--- src/rtl/zcode_event_counter_if.sv ---
// rtl/zcode_event_counter_if.sv - counter read port: level request, one-cycle ack with snapshot data
interface zcode_event_counter_if #(
    parameter int CNT_W = 8
);
    logic             rd_req;
    logic [1:0]       rd_sel;
    logic             rd_clr;
    logic             rd_ack;
    logic [CNT_W-1:0] rd_data;

    modport master (
        output rd_req,
        output rd_sel,
        output rd_clr,
        input  rd_ack,
        input  rd_data
    );

    modport slave (
        input  rd_req,
        input  rd_sel,
        input  rd_clr,
        output rd_ack,
        output rd_data
    );
endinterface

--- src/rtl/zcode_event_counter.sv ---
// rtl/zcode_event_counter.sv - saturating per-code and total tallies of detector codes {z1,z0} with req/ack readout
// Define ZCODE_EDGE_ONLY_EN to count a nonzero code only on the cycle it first appears.
module zcode_event_counter #(
    parameter int CNT_W = 8
) (
    input  logic                  clk,
    input  logic                  r,
    input  logic                  z1,
    input  logic                  z0,
    input  logic                  en,
    zcode_event_counter_if.slave  rd,
    output logic [1:0]            last_code,
    output logic                  ovf
);
    typedef enum logic [1:0] {S_IDLE, S_ACK, S_WAIT} state_t;

    state_t           state;
    logic [1:0]       zq;
    logic [CNT_W-1:0] cnt     [4];
    logic [CNT_W-1:0] cnt_nxt [4];
    logic [3:0]       hit;
    logic             evt;
    logic             accept;
    logic             ovf_set;

`ifdef ZCODE_EDGE_ONLY_EN
    logic [1:0]       zq_d;

    always_ff @(posedge clk or negedge r) begin
        if (!r) zq_d <= 2'b00;
        else    zq_d <= zq;
    end

    assign evt = en && (zq != 2'b00) && (zq != zq_d);
`else
    assign evt = en && (zq != 2'b00);
`endif

    assign accept    = (state == S_IDLE) && rd.rd_req;
    assign last_code = zq;

    // Slot 0 is the total; slots 1..3 are indexed directly by the registered code.
    always_comb begin
        hit     = 4'b0000;
        ovf_set = 1'b0;
        for (int i = 0; i < 4; i++) begin
            hit[i]     = evt && ((i == 0) || (zq == 2'(i)));
            cnt_nxt[i] = cnt[i];
            if (hit[i]) begin
                if (&cnt[i]) ovf_set    = 1'b1;
                else         cnt_nxt[i] = cnt[i] + CNT_W'(1);
            end
            // A clear racing an increment keeps the new event.
            if (accept && rd.rd_clr && (rd.rd_sel == 2'(i)))
                cnt_nxt[i] = hit[i] ? CNT_W'(1) : '0;
        end
    end

    always_ff @(posedge clk or negedge r) begin
        if (!r) begin
            zq         <= 2'b00;
            ovf        <= 1'b0;
            state      <= S_IDLE;
            rd.rd_ack  <= 1'b0;
            rd.rd_data <= '0;
            for (int i = 0; i < 4; i++) cnt[i] <= '0;
        end else begin
            zq  <= {z1, z0};
            ovf <= ovf | ovf_set;
            for (int i = 0; i < 4; i++) cnt[i] <= cnt_nxt[i];
            case (state)
                S_IDLE: begin
                    rd.rd_ack <= 1'b0;
                    if (rd.rd_req) begin
                        rd.rd_data <= cnt[rd.rd_sel];
                        rd.rd_ack  <= 1'b1;
                        state      <= S_ACK;
                    end
                end
                S_ACK: begin
                    rd.rd_ack <= 1'b0;
                    state     <= rd.rd_req ? S_WAIT : S_IDLE;
                end
                S_WAIT: begin
                    rd.rd_ack <= 1'b0;
                    if (!rd.rd_req) state <= S_IDLE;
                end
                default: begin
                    rd.rd_ack <= 1'b0;
                    state     <= S_IDLE;
                end
            endcase
        end
    end
endmodule

--- src/flat_wrapper.sv ---
// flat-port wrapper written by rule: the top's interface ports become plain ports
module zcode_event_counter_flat 
#(
    parameter int CNT_W = 8
)
  (clk, r, z1, z0, en, last_code, ovf, rd_rd_req, rd_rd_sel, rd_rd_clr, rd_rd_ack, rd_rd_data);
  zcode_event_counter_if #(.CNT_W(CNT_W)) rd_i ();
  input  logic clk;
  input  logic r;
  input  logic z1;
  input  logic z0;
  input  logic en;
  output logic [1:0] last_code;
  output logic ovf;
  input wire logic [$bits(rd_i.rd_req)-1:0] rd_rd_req;
  input wire logic [$bits(rd_i.rd_sel)-1:0] rd_rd_sel;
  input wire logic [$bits(rd_i.rd_clr)-1:0] rd_rd_clr;
  output wire logic [$bits(rd_i.rd_ack)-1:0] rd_rd_ack;
  output wire logic [$bits(rd_i.rd_data)-1:0] rd_rd_data;
  assign rd_i.rd_req = rd_rd_req;
  assign rd_i.rd_sel = rd_rd_sel;
  assign rd_i.rd_clr = rd_rd_clr;
  assign rd_rd_ack = rd_i.rd_ack;
  assign rd_rd_data = rd_i.rd_data;
  zcode_event_counter #(.CNT_W(CNT_W)) u_core (.clk(clk), .r(r), .z1(z1), .z0(z0), .en(en), .rd(rd_i), .last_code(last_code), .ovf(ovf));
endmodule
--- config.mk ---
export PLATFORM = sky130hd
export DESIGN_NAME = zcode_event_counter_flat
export DESIGN_NICKNAME = d
export VERILOG_FILES = /design/src/rtl/zcode_event_counter_if.sv /design/src/rtl/zcode_event_counter.sv /design/src/flat_wrapper.sv
export SDC_FILE = /design/constraint.sdc
export NUM_CORES = 1
export LEC_CHECK = 0
export CORE_MARGIN = 2
export CORE_UTILIZATION = 35
export DETAILED_ROUTE_END_ITERATION = 7
export PLACE_DENSITY = 0.53
export SLEW_MARGIN = 20
export SYNTH_ARGS = -nofsm -noshare
export SYNTH_HDL_FRONTEND = slang
export SYNTH_SLANG_ARGS = --single-unit
export TNS_END_PERCENT = 30
--- constraint.sdc ---
create_clock -name clk -period 1.6 [get_ports clk]
set_input_delay 0.32 -clock clk [delete_from_list [all_inputs] [get_ports clk]]
set_output_delay 0.32 -clock clk [all_outputs]
set_load 0.01 [all_outputs]
Word level (Yosys, flattened, before mapping)
Index checks and enable logic that the tools add are counted.
{"block": "classes", "add_sub_neg": 4, "magnitude_cmp": 1, "reduce_logical": 27, "muxes": 33, "bitwise": 2, "eq_ne": 14}
{"operator": "two-way mux 8 bit", "n": 14}
{"operator": "adder 8 x 1 -> 8 bit (second input constant)", "n": 4}
{"operator": "AND reduction 8 bit", "n": 4}
{"operator": "binary-select mux 8 bit (select 2 bit)", "n": 1}
{"operator": "two-way mux 1 bit", "n": 14}
{"operator": "!= test 2 bit (second input constant)", "n": 6}
{"operator": "AND reduction 2 bit", "n": 6}
{"operator": "equality test 2 bit (second input constant)", "n": 5}
{"operator": "logical AND 1 bit", "n": 10}
{"operator": "nonzero test 2 bit", "n": 5}
{"operator": "equality test 2 x 1 -> 1 bit (second input constant)", "n": 3}
{"operator": "two-way mux 2 bit", "n": 3}
{"operator": "one-hot mux 2 bit (3 select lines)", "n": 1}
{"operator": "zero test 2 bit", "n": 2}
{"operator": "greater-or-equal comparator 3 bit (second input constant)", "n": 1}
{"operator": "NOT 2 -> 3 bit", "n": 1}
{"operator": "bitwise OR 1 bit", "n": 1}
{"block": "word_totals", "word_cells": 90, "output_inout_bits": 12, "ff_bits": 46, "input_bits": 9}

Logic depth before layout (Yosys ltp)
{"block": "logic_depth", "ltp_word": 10, "mapped_depth": 5, "mapped_depth_nobuf": 5}

Worst setup path after synthesis
OpenSTA, ideal clock, no wires.
{"block": "synth_timing", "kind": "register -> register", "startpoint": "register u_core.cnt[8] (netlist bit)", "endpoint": "register u_core.cnt[9] (netlist bit)", "required_ns": 1.480, "stages_incl_launch_ff": 6, "period_less_slack_ns": 1.553, "arrival_time_ns": 1.434, "setup_ns": 0.120, "path_buffers": 0, "setup_slack_ns": 0.047, "path_cell_list": "dfrtp_1 > ha_1 > and3_1 > a21boi_0 > mux2i_1 > nor2_1"}
{"block": "synth_between", "elab_chain_len": 4, "elab_cells_between_ends": 7, "cone_classes": "1 x add/sub; 1 x eq/ne; 3 x mux; 2 x reduce/logical"}
{"element": "start, declared", "line_no": "zcode_event_counter.sv:19", "source": "logic [CNT_W-1:0] cnt [4];"}
{"element": "adder 8 x 1 -> 8 bit", "line_no": "zcode_event_counter.sv:51", "source": "else cnt_nxt[i] = cnt[i] + CNT_W'(1);"}
{"element": "two-way mux 8 bit", "line_no": "zcode_event_counter.sv:50", "source": "if (&cnt[i]) ovf_set = 1'b1;"}
{"element": "two-way mux 8 bit", "line_no": "zcode_event_counter.sv:49", "source": "if (hit[i]) begin"}
{"element": "two-way mux 8 bit", "line_no": "zcode_event_counter.sv:54", "source": "if (accept && rd.rd_clr && (rd.rd_sel == 2'(i)))"}
Several ways; a longest one is shown, not always the timed one. The select of a mux whose other input is x is not followed.
A chain may end at the register's enable or synchronous reset.

Worst setup path after layout
{"block": "layout_timing", "startpoint": "register u_core.rd.rd_data[1]", "endpoint": "output rd_rd_data[1]"}
{"element": "start, declared", "line_no": "zcode_event_counter_if.sv:24", "source": "output rd_data"}
{"element": "start signal, assigned", "line_no": "zcode_event_counter.sv:75", "source": "rd.rd_data <= cnt[rd.rd_sel];"}
{"element": "end, declared", "line_no": "flat_wrapper.sv:19", "source": "output wire logic [$bits(rd_i.rd_data)-1:0] rd_rd_data;"}
No word-level cell between the ends.

==> key figures <==
Logic synthesis
  • Most used flip-flop cell after synthesis: dfrtp_1
  • Post-Syn Area: ~0.0025 sq mm
  • Ys Warns: 0
  • Syn Area/Cell: 10.7 sq um
  • Mapped Cells: around 240
  • Synth async-reset ratio: 100%
  • Syn_nets: 249
  • Register area share after synthesis: a little under half
  • FF+latch count, synth: 46
  • Post-synth EDFFs: 0
  • Library cells used by synthesis: between 40 and 50

Critical path
  • Startpoint types: flip-flop
  • Slowest CP cell: clkdlybuf4s50_1
  • Crit end category: output pin
  • Critical setup path kind: reg2out
  • Crit-path leading delay family: buffers and inverters
  • CP arrival: around 1.2 ns
  • CP bufs+invs: 1
  • CP Cell Sequence: clkdlybuf4s50_1
  • RR Startpoint: u_core.last_code[1]$_DFF_PN0_
  • Critical path's largest stage delay: approximately 0.55 ns
  • Peak fanout along the critical path: 2
  • CP Data Required Time: around 1.3 ns
  • Worst setup path start: u_core.rd.rd_data[1]$_DFFE_PN0P_

Worst hold path
  • Hold WC Path Type: in2reg
  • Hold_sp: z0

Global route
  • Pin count of the biggest net entering global routing: 47
  • First-pass GRT wire length: 10800 microns
  • Initial antenna violation count: 0
  • Vias in the first global route: 2130
  • Grt ovf: 0
  • All-Layer GR Usage: around 18%

Clocking
  • H-tree levels: 2
  • Clock Latency Late Sink: ~0.31 ns
  • Root buf cell: clkbuf_8
  • CTS Buf Count: 5
  • Clk sink count: 46
  • CTS clk-pin slew, worst paths: ~0.09 ns
  • Clock Path Buffers: 2
  • CTS tree: built

Route
  • DRC errors left: 0
  • Drt wl/cell: ~16 microns
  • Routed vias/inst: roughly 5.3
  • Drt initial violations: roughly 90
  • Detail Route Antenna Nets: 0
  • DRT Pass-1 Iters: 4
  • Via count: ~2100
  • Final WL: 6480 microns

Cells and area
  • Layout Cells excl Fill: just over 400
  • Layout area overhead: 34.4%
  • Share of cells above drive strength 1: 30.7%
  • Most frequent cells in the layout: buf_4, dfrtp_1, nor2_1, nand2_1, clkdlybuf4s50_1
  • Layout net count: about 320
  • Final core occ: between 40 and 50%
  • Antenna cells: 0
  • Fin area: 0.00339 sq mm
  • Commonest non-fill, non-tap cell in the layout: buf_4

Die
  • Initial core utilization: 36.8%
  • Die width: a little under 90 microns
  • Core box area: 0.00687 sq mm
  • FP Rows: 30
  • Die Y: 88.9 microns
  • Top-level port count: 21
  • Die area: just under 0.008 sq mm

Pwr
  • Combinational power share: a little under a third
  • PD cells: 1090 mW/mm^2
  • Cell-internal power: 2.51 mW
  • Seq pwr share: 44.4%
  • Static Leakage: ~1.5 nW
  • Maximum vdd drop: ~0.63 mV
  • Sw Share: roughly a third
  • Psw: roughly 1.2 mW
  • Clk pwr share: 24.3%

Timing
  • Hold Vio Cnt, Final: 0
  • Actual slew at the worst max-slew pin: a little under 0.4 ns
  • Fin. max-slew vios: 0
  • Slew HR: about three quarters
  • Min cycle time layout: approximately 1.6 ns
  • Max Clk Rate: between 0.6 and 0.7 GHz
  • RSZ-0062 raised after global routing: yes
  • WHS: around 0.45 ns
  • Setup TNS: 0 ns
  • Final setup fails: 0
  • Clock skew: 0.00677 ns
  • Period utilization: 97.3%

Outcome
  • Outcome: complete, no violations

Placement
  • DP Area: 0.00321 sq mm
  • IO buf count: 20
  • Final Wtd Congestion: between 0.8 and 0.9
  • Post-DP HPWL: roughly 4800 microns
  • Dpl cells: about 390

Run
  • MaxCap Viol Count: 0
## timing repair
action | in CTS | in global routing
pin swaps | 0 | 3
buffers inserted | 1 | 1
hold buffers | 1 | 0
setup endpoints to repair | 3 | 20
gates resized for setup | 3 | 11
hold endpoints to repair | 16 | 0
## cell families after synthesis
| group | count (synthesis) | synth area share, % |
|---|---|---|
| AO/OA/AOI/OAI | 45 | 13.2 |
| flip-flops | 46 | 45.6 |
| adder cells (fa/ha/maj) | 4 | 1.98 |
| buffers and inverters | 13 | 2.63 |
| multiplexers | 24 | 13.9 |
| AND/OR/NAND/NOR | 98 | 20.7 |
| XOR/XNOR | 6 | 2.08 |
## per-layer routing
| metal | GRT usage (%) | share of wire, % |
|---|---|---|
| met2 | 28.2 | 46 |
| met1 | 25.9 | 48 |
| met5 | 0 | 0 |
| met3 | 3.97 | 4.4 |
| met4 | 5.43 | 1.8 |
## synthesized netlist by cell type, drive strengths merged (2+ instances only)
cell type  count  area [sq um]
dfrtp         46          1150
nor2          27           101
nand2         16          60.1
nand3         12          60.1
a21oi         11          55.1
nor3          10          50.1
buf            9          51.3
mux2           8          90.1
mux2i          8          80.1
mux4           8           180
o21ai          8          40.0
a211oi         7          52.6
nand4          5          31.3
a31oi          4          25.0
and3           4          26.3
ha             4          50.1
inv            4          15.0
nor4           4          25.0
o211ai         4          30.0
xor2           4          35.0
and4           3          27.5
and4b          3          30.0
nand3b         3          22.5
a2111oi        2          55.1
and3b          2          20.0
nor3b          2          20.0
o21bai         2          15.0
or3            2          12.5
xnor2          2          17.5
## sequential cells by signal, indices dropped and copies added (netlist names)
| signal | count |
|---|---|
| u_core.rd.rd_data | 8 |
| u_core.ovf | 1 |
| u_core.last_code | 2 |
| u_core.state | 2 |
| u_core.cnt | 32 |
| u_core.rd.rd_ack | 1 |
## cell type report
class | count | area, sq um
timing repair buffer | 74 | 651
multi-input combinational | 177 | 1340
clock buffer | 5 | 68.8
inverter | 4 | 15.0
fill | 641 | 3480
tap | 96 | 120
sequential | 46 | 1150
clock inverter | 3 | 45.0
## worst paths after layout
kind,end,slack [ns],cells past startpoint
worst max-delay path,rd_rd_data[1],0.04,1
worst min-delay path,u_core.last_code[0]$_DFF_PN0_,0.45,1
worst max register to register,u_core.cnt[21]$_DFFE_PN0P_,0.07,6
worst min register to register,u_core.state[0]$_DFFE_PN0P_,0.50,1
max in group asynchronous,u_core.last_code[0]$_DFF_PN0_,0.84,3
min in group asynchronous,u_core.cnt[20]$_DFFE_PN0P_,0.54,3
## per-stage QoR
step           setup WS, ns  power [mW]
3_3_place_gp         -0.283        2.78
4_1_cts            -0.00164        3.71
2_1_floorplan        0.0467        2.19
5_1_grt             -0.0349        3.93
6_report             0.0438        3.70
3_5_place_dp         -0.334        2.81
## power by group through the flow
stage / logic, mW / registers (mW) / clock network [mW]
CTS: 1.16 / 1.64 / 0.914
global placement: 1.13 / 1.66 / 0
global route: 1.28 / 1.68 / 0.972
finish: 1.16 / 1.64 / 0.900
detailed placement: 1.15 / 1.66 / 0
floorplan: 0.528 / 1.66 / 0
No activity file was read; power rests on OpenSTA's default activity.
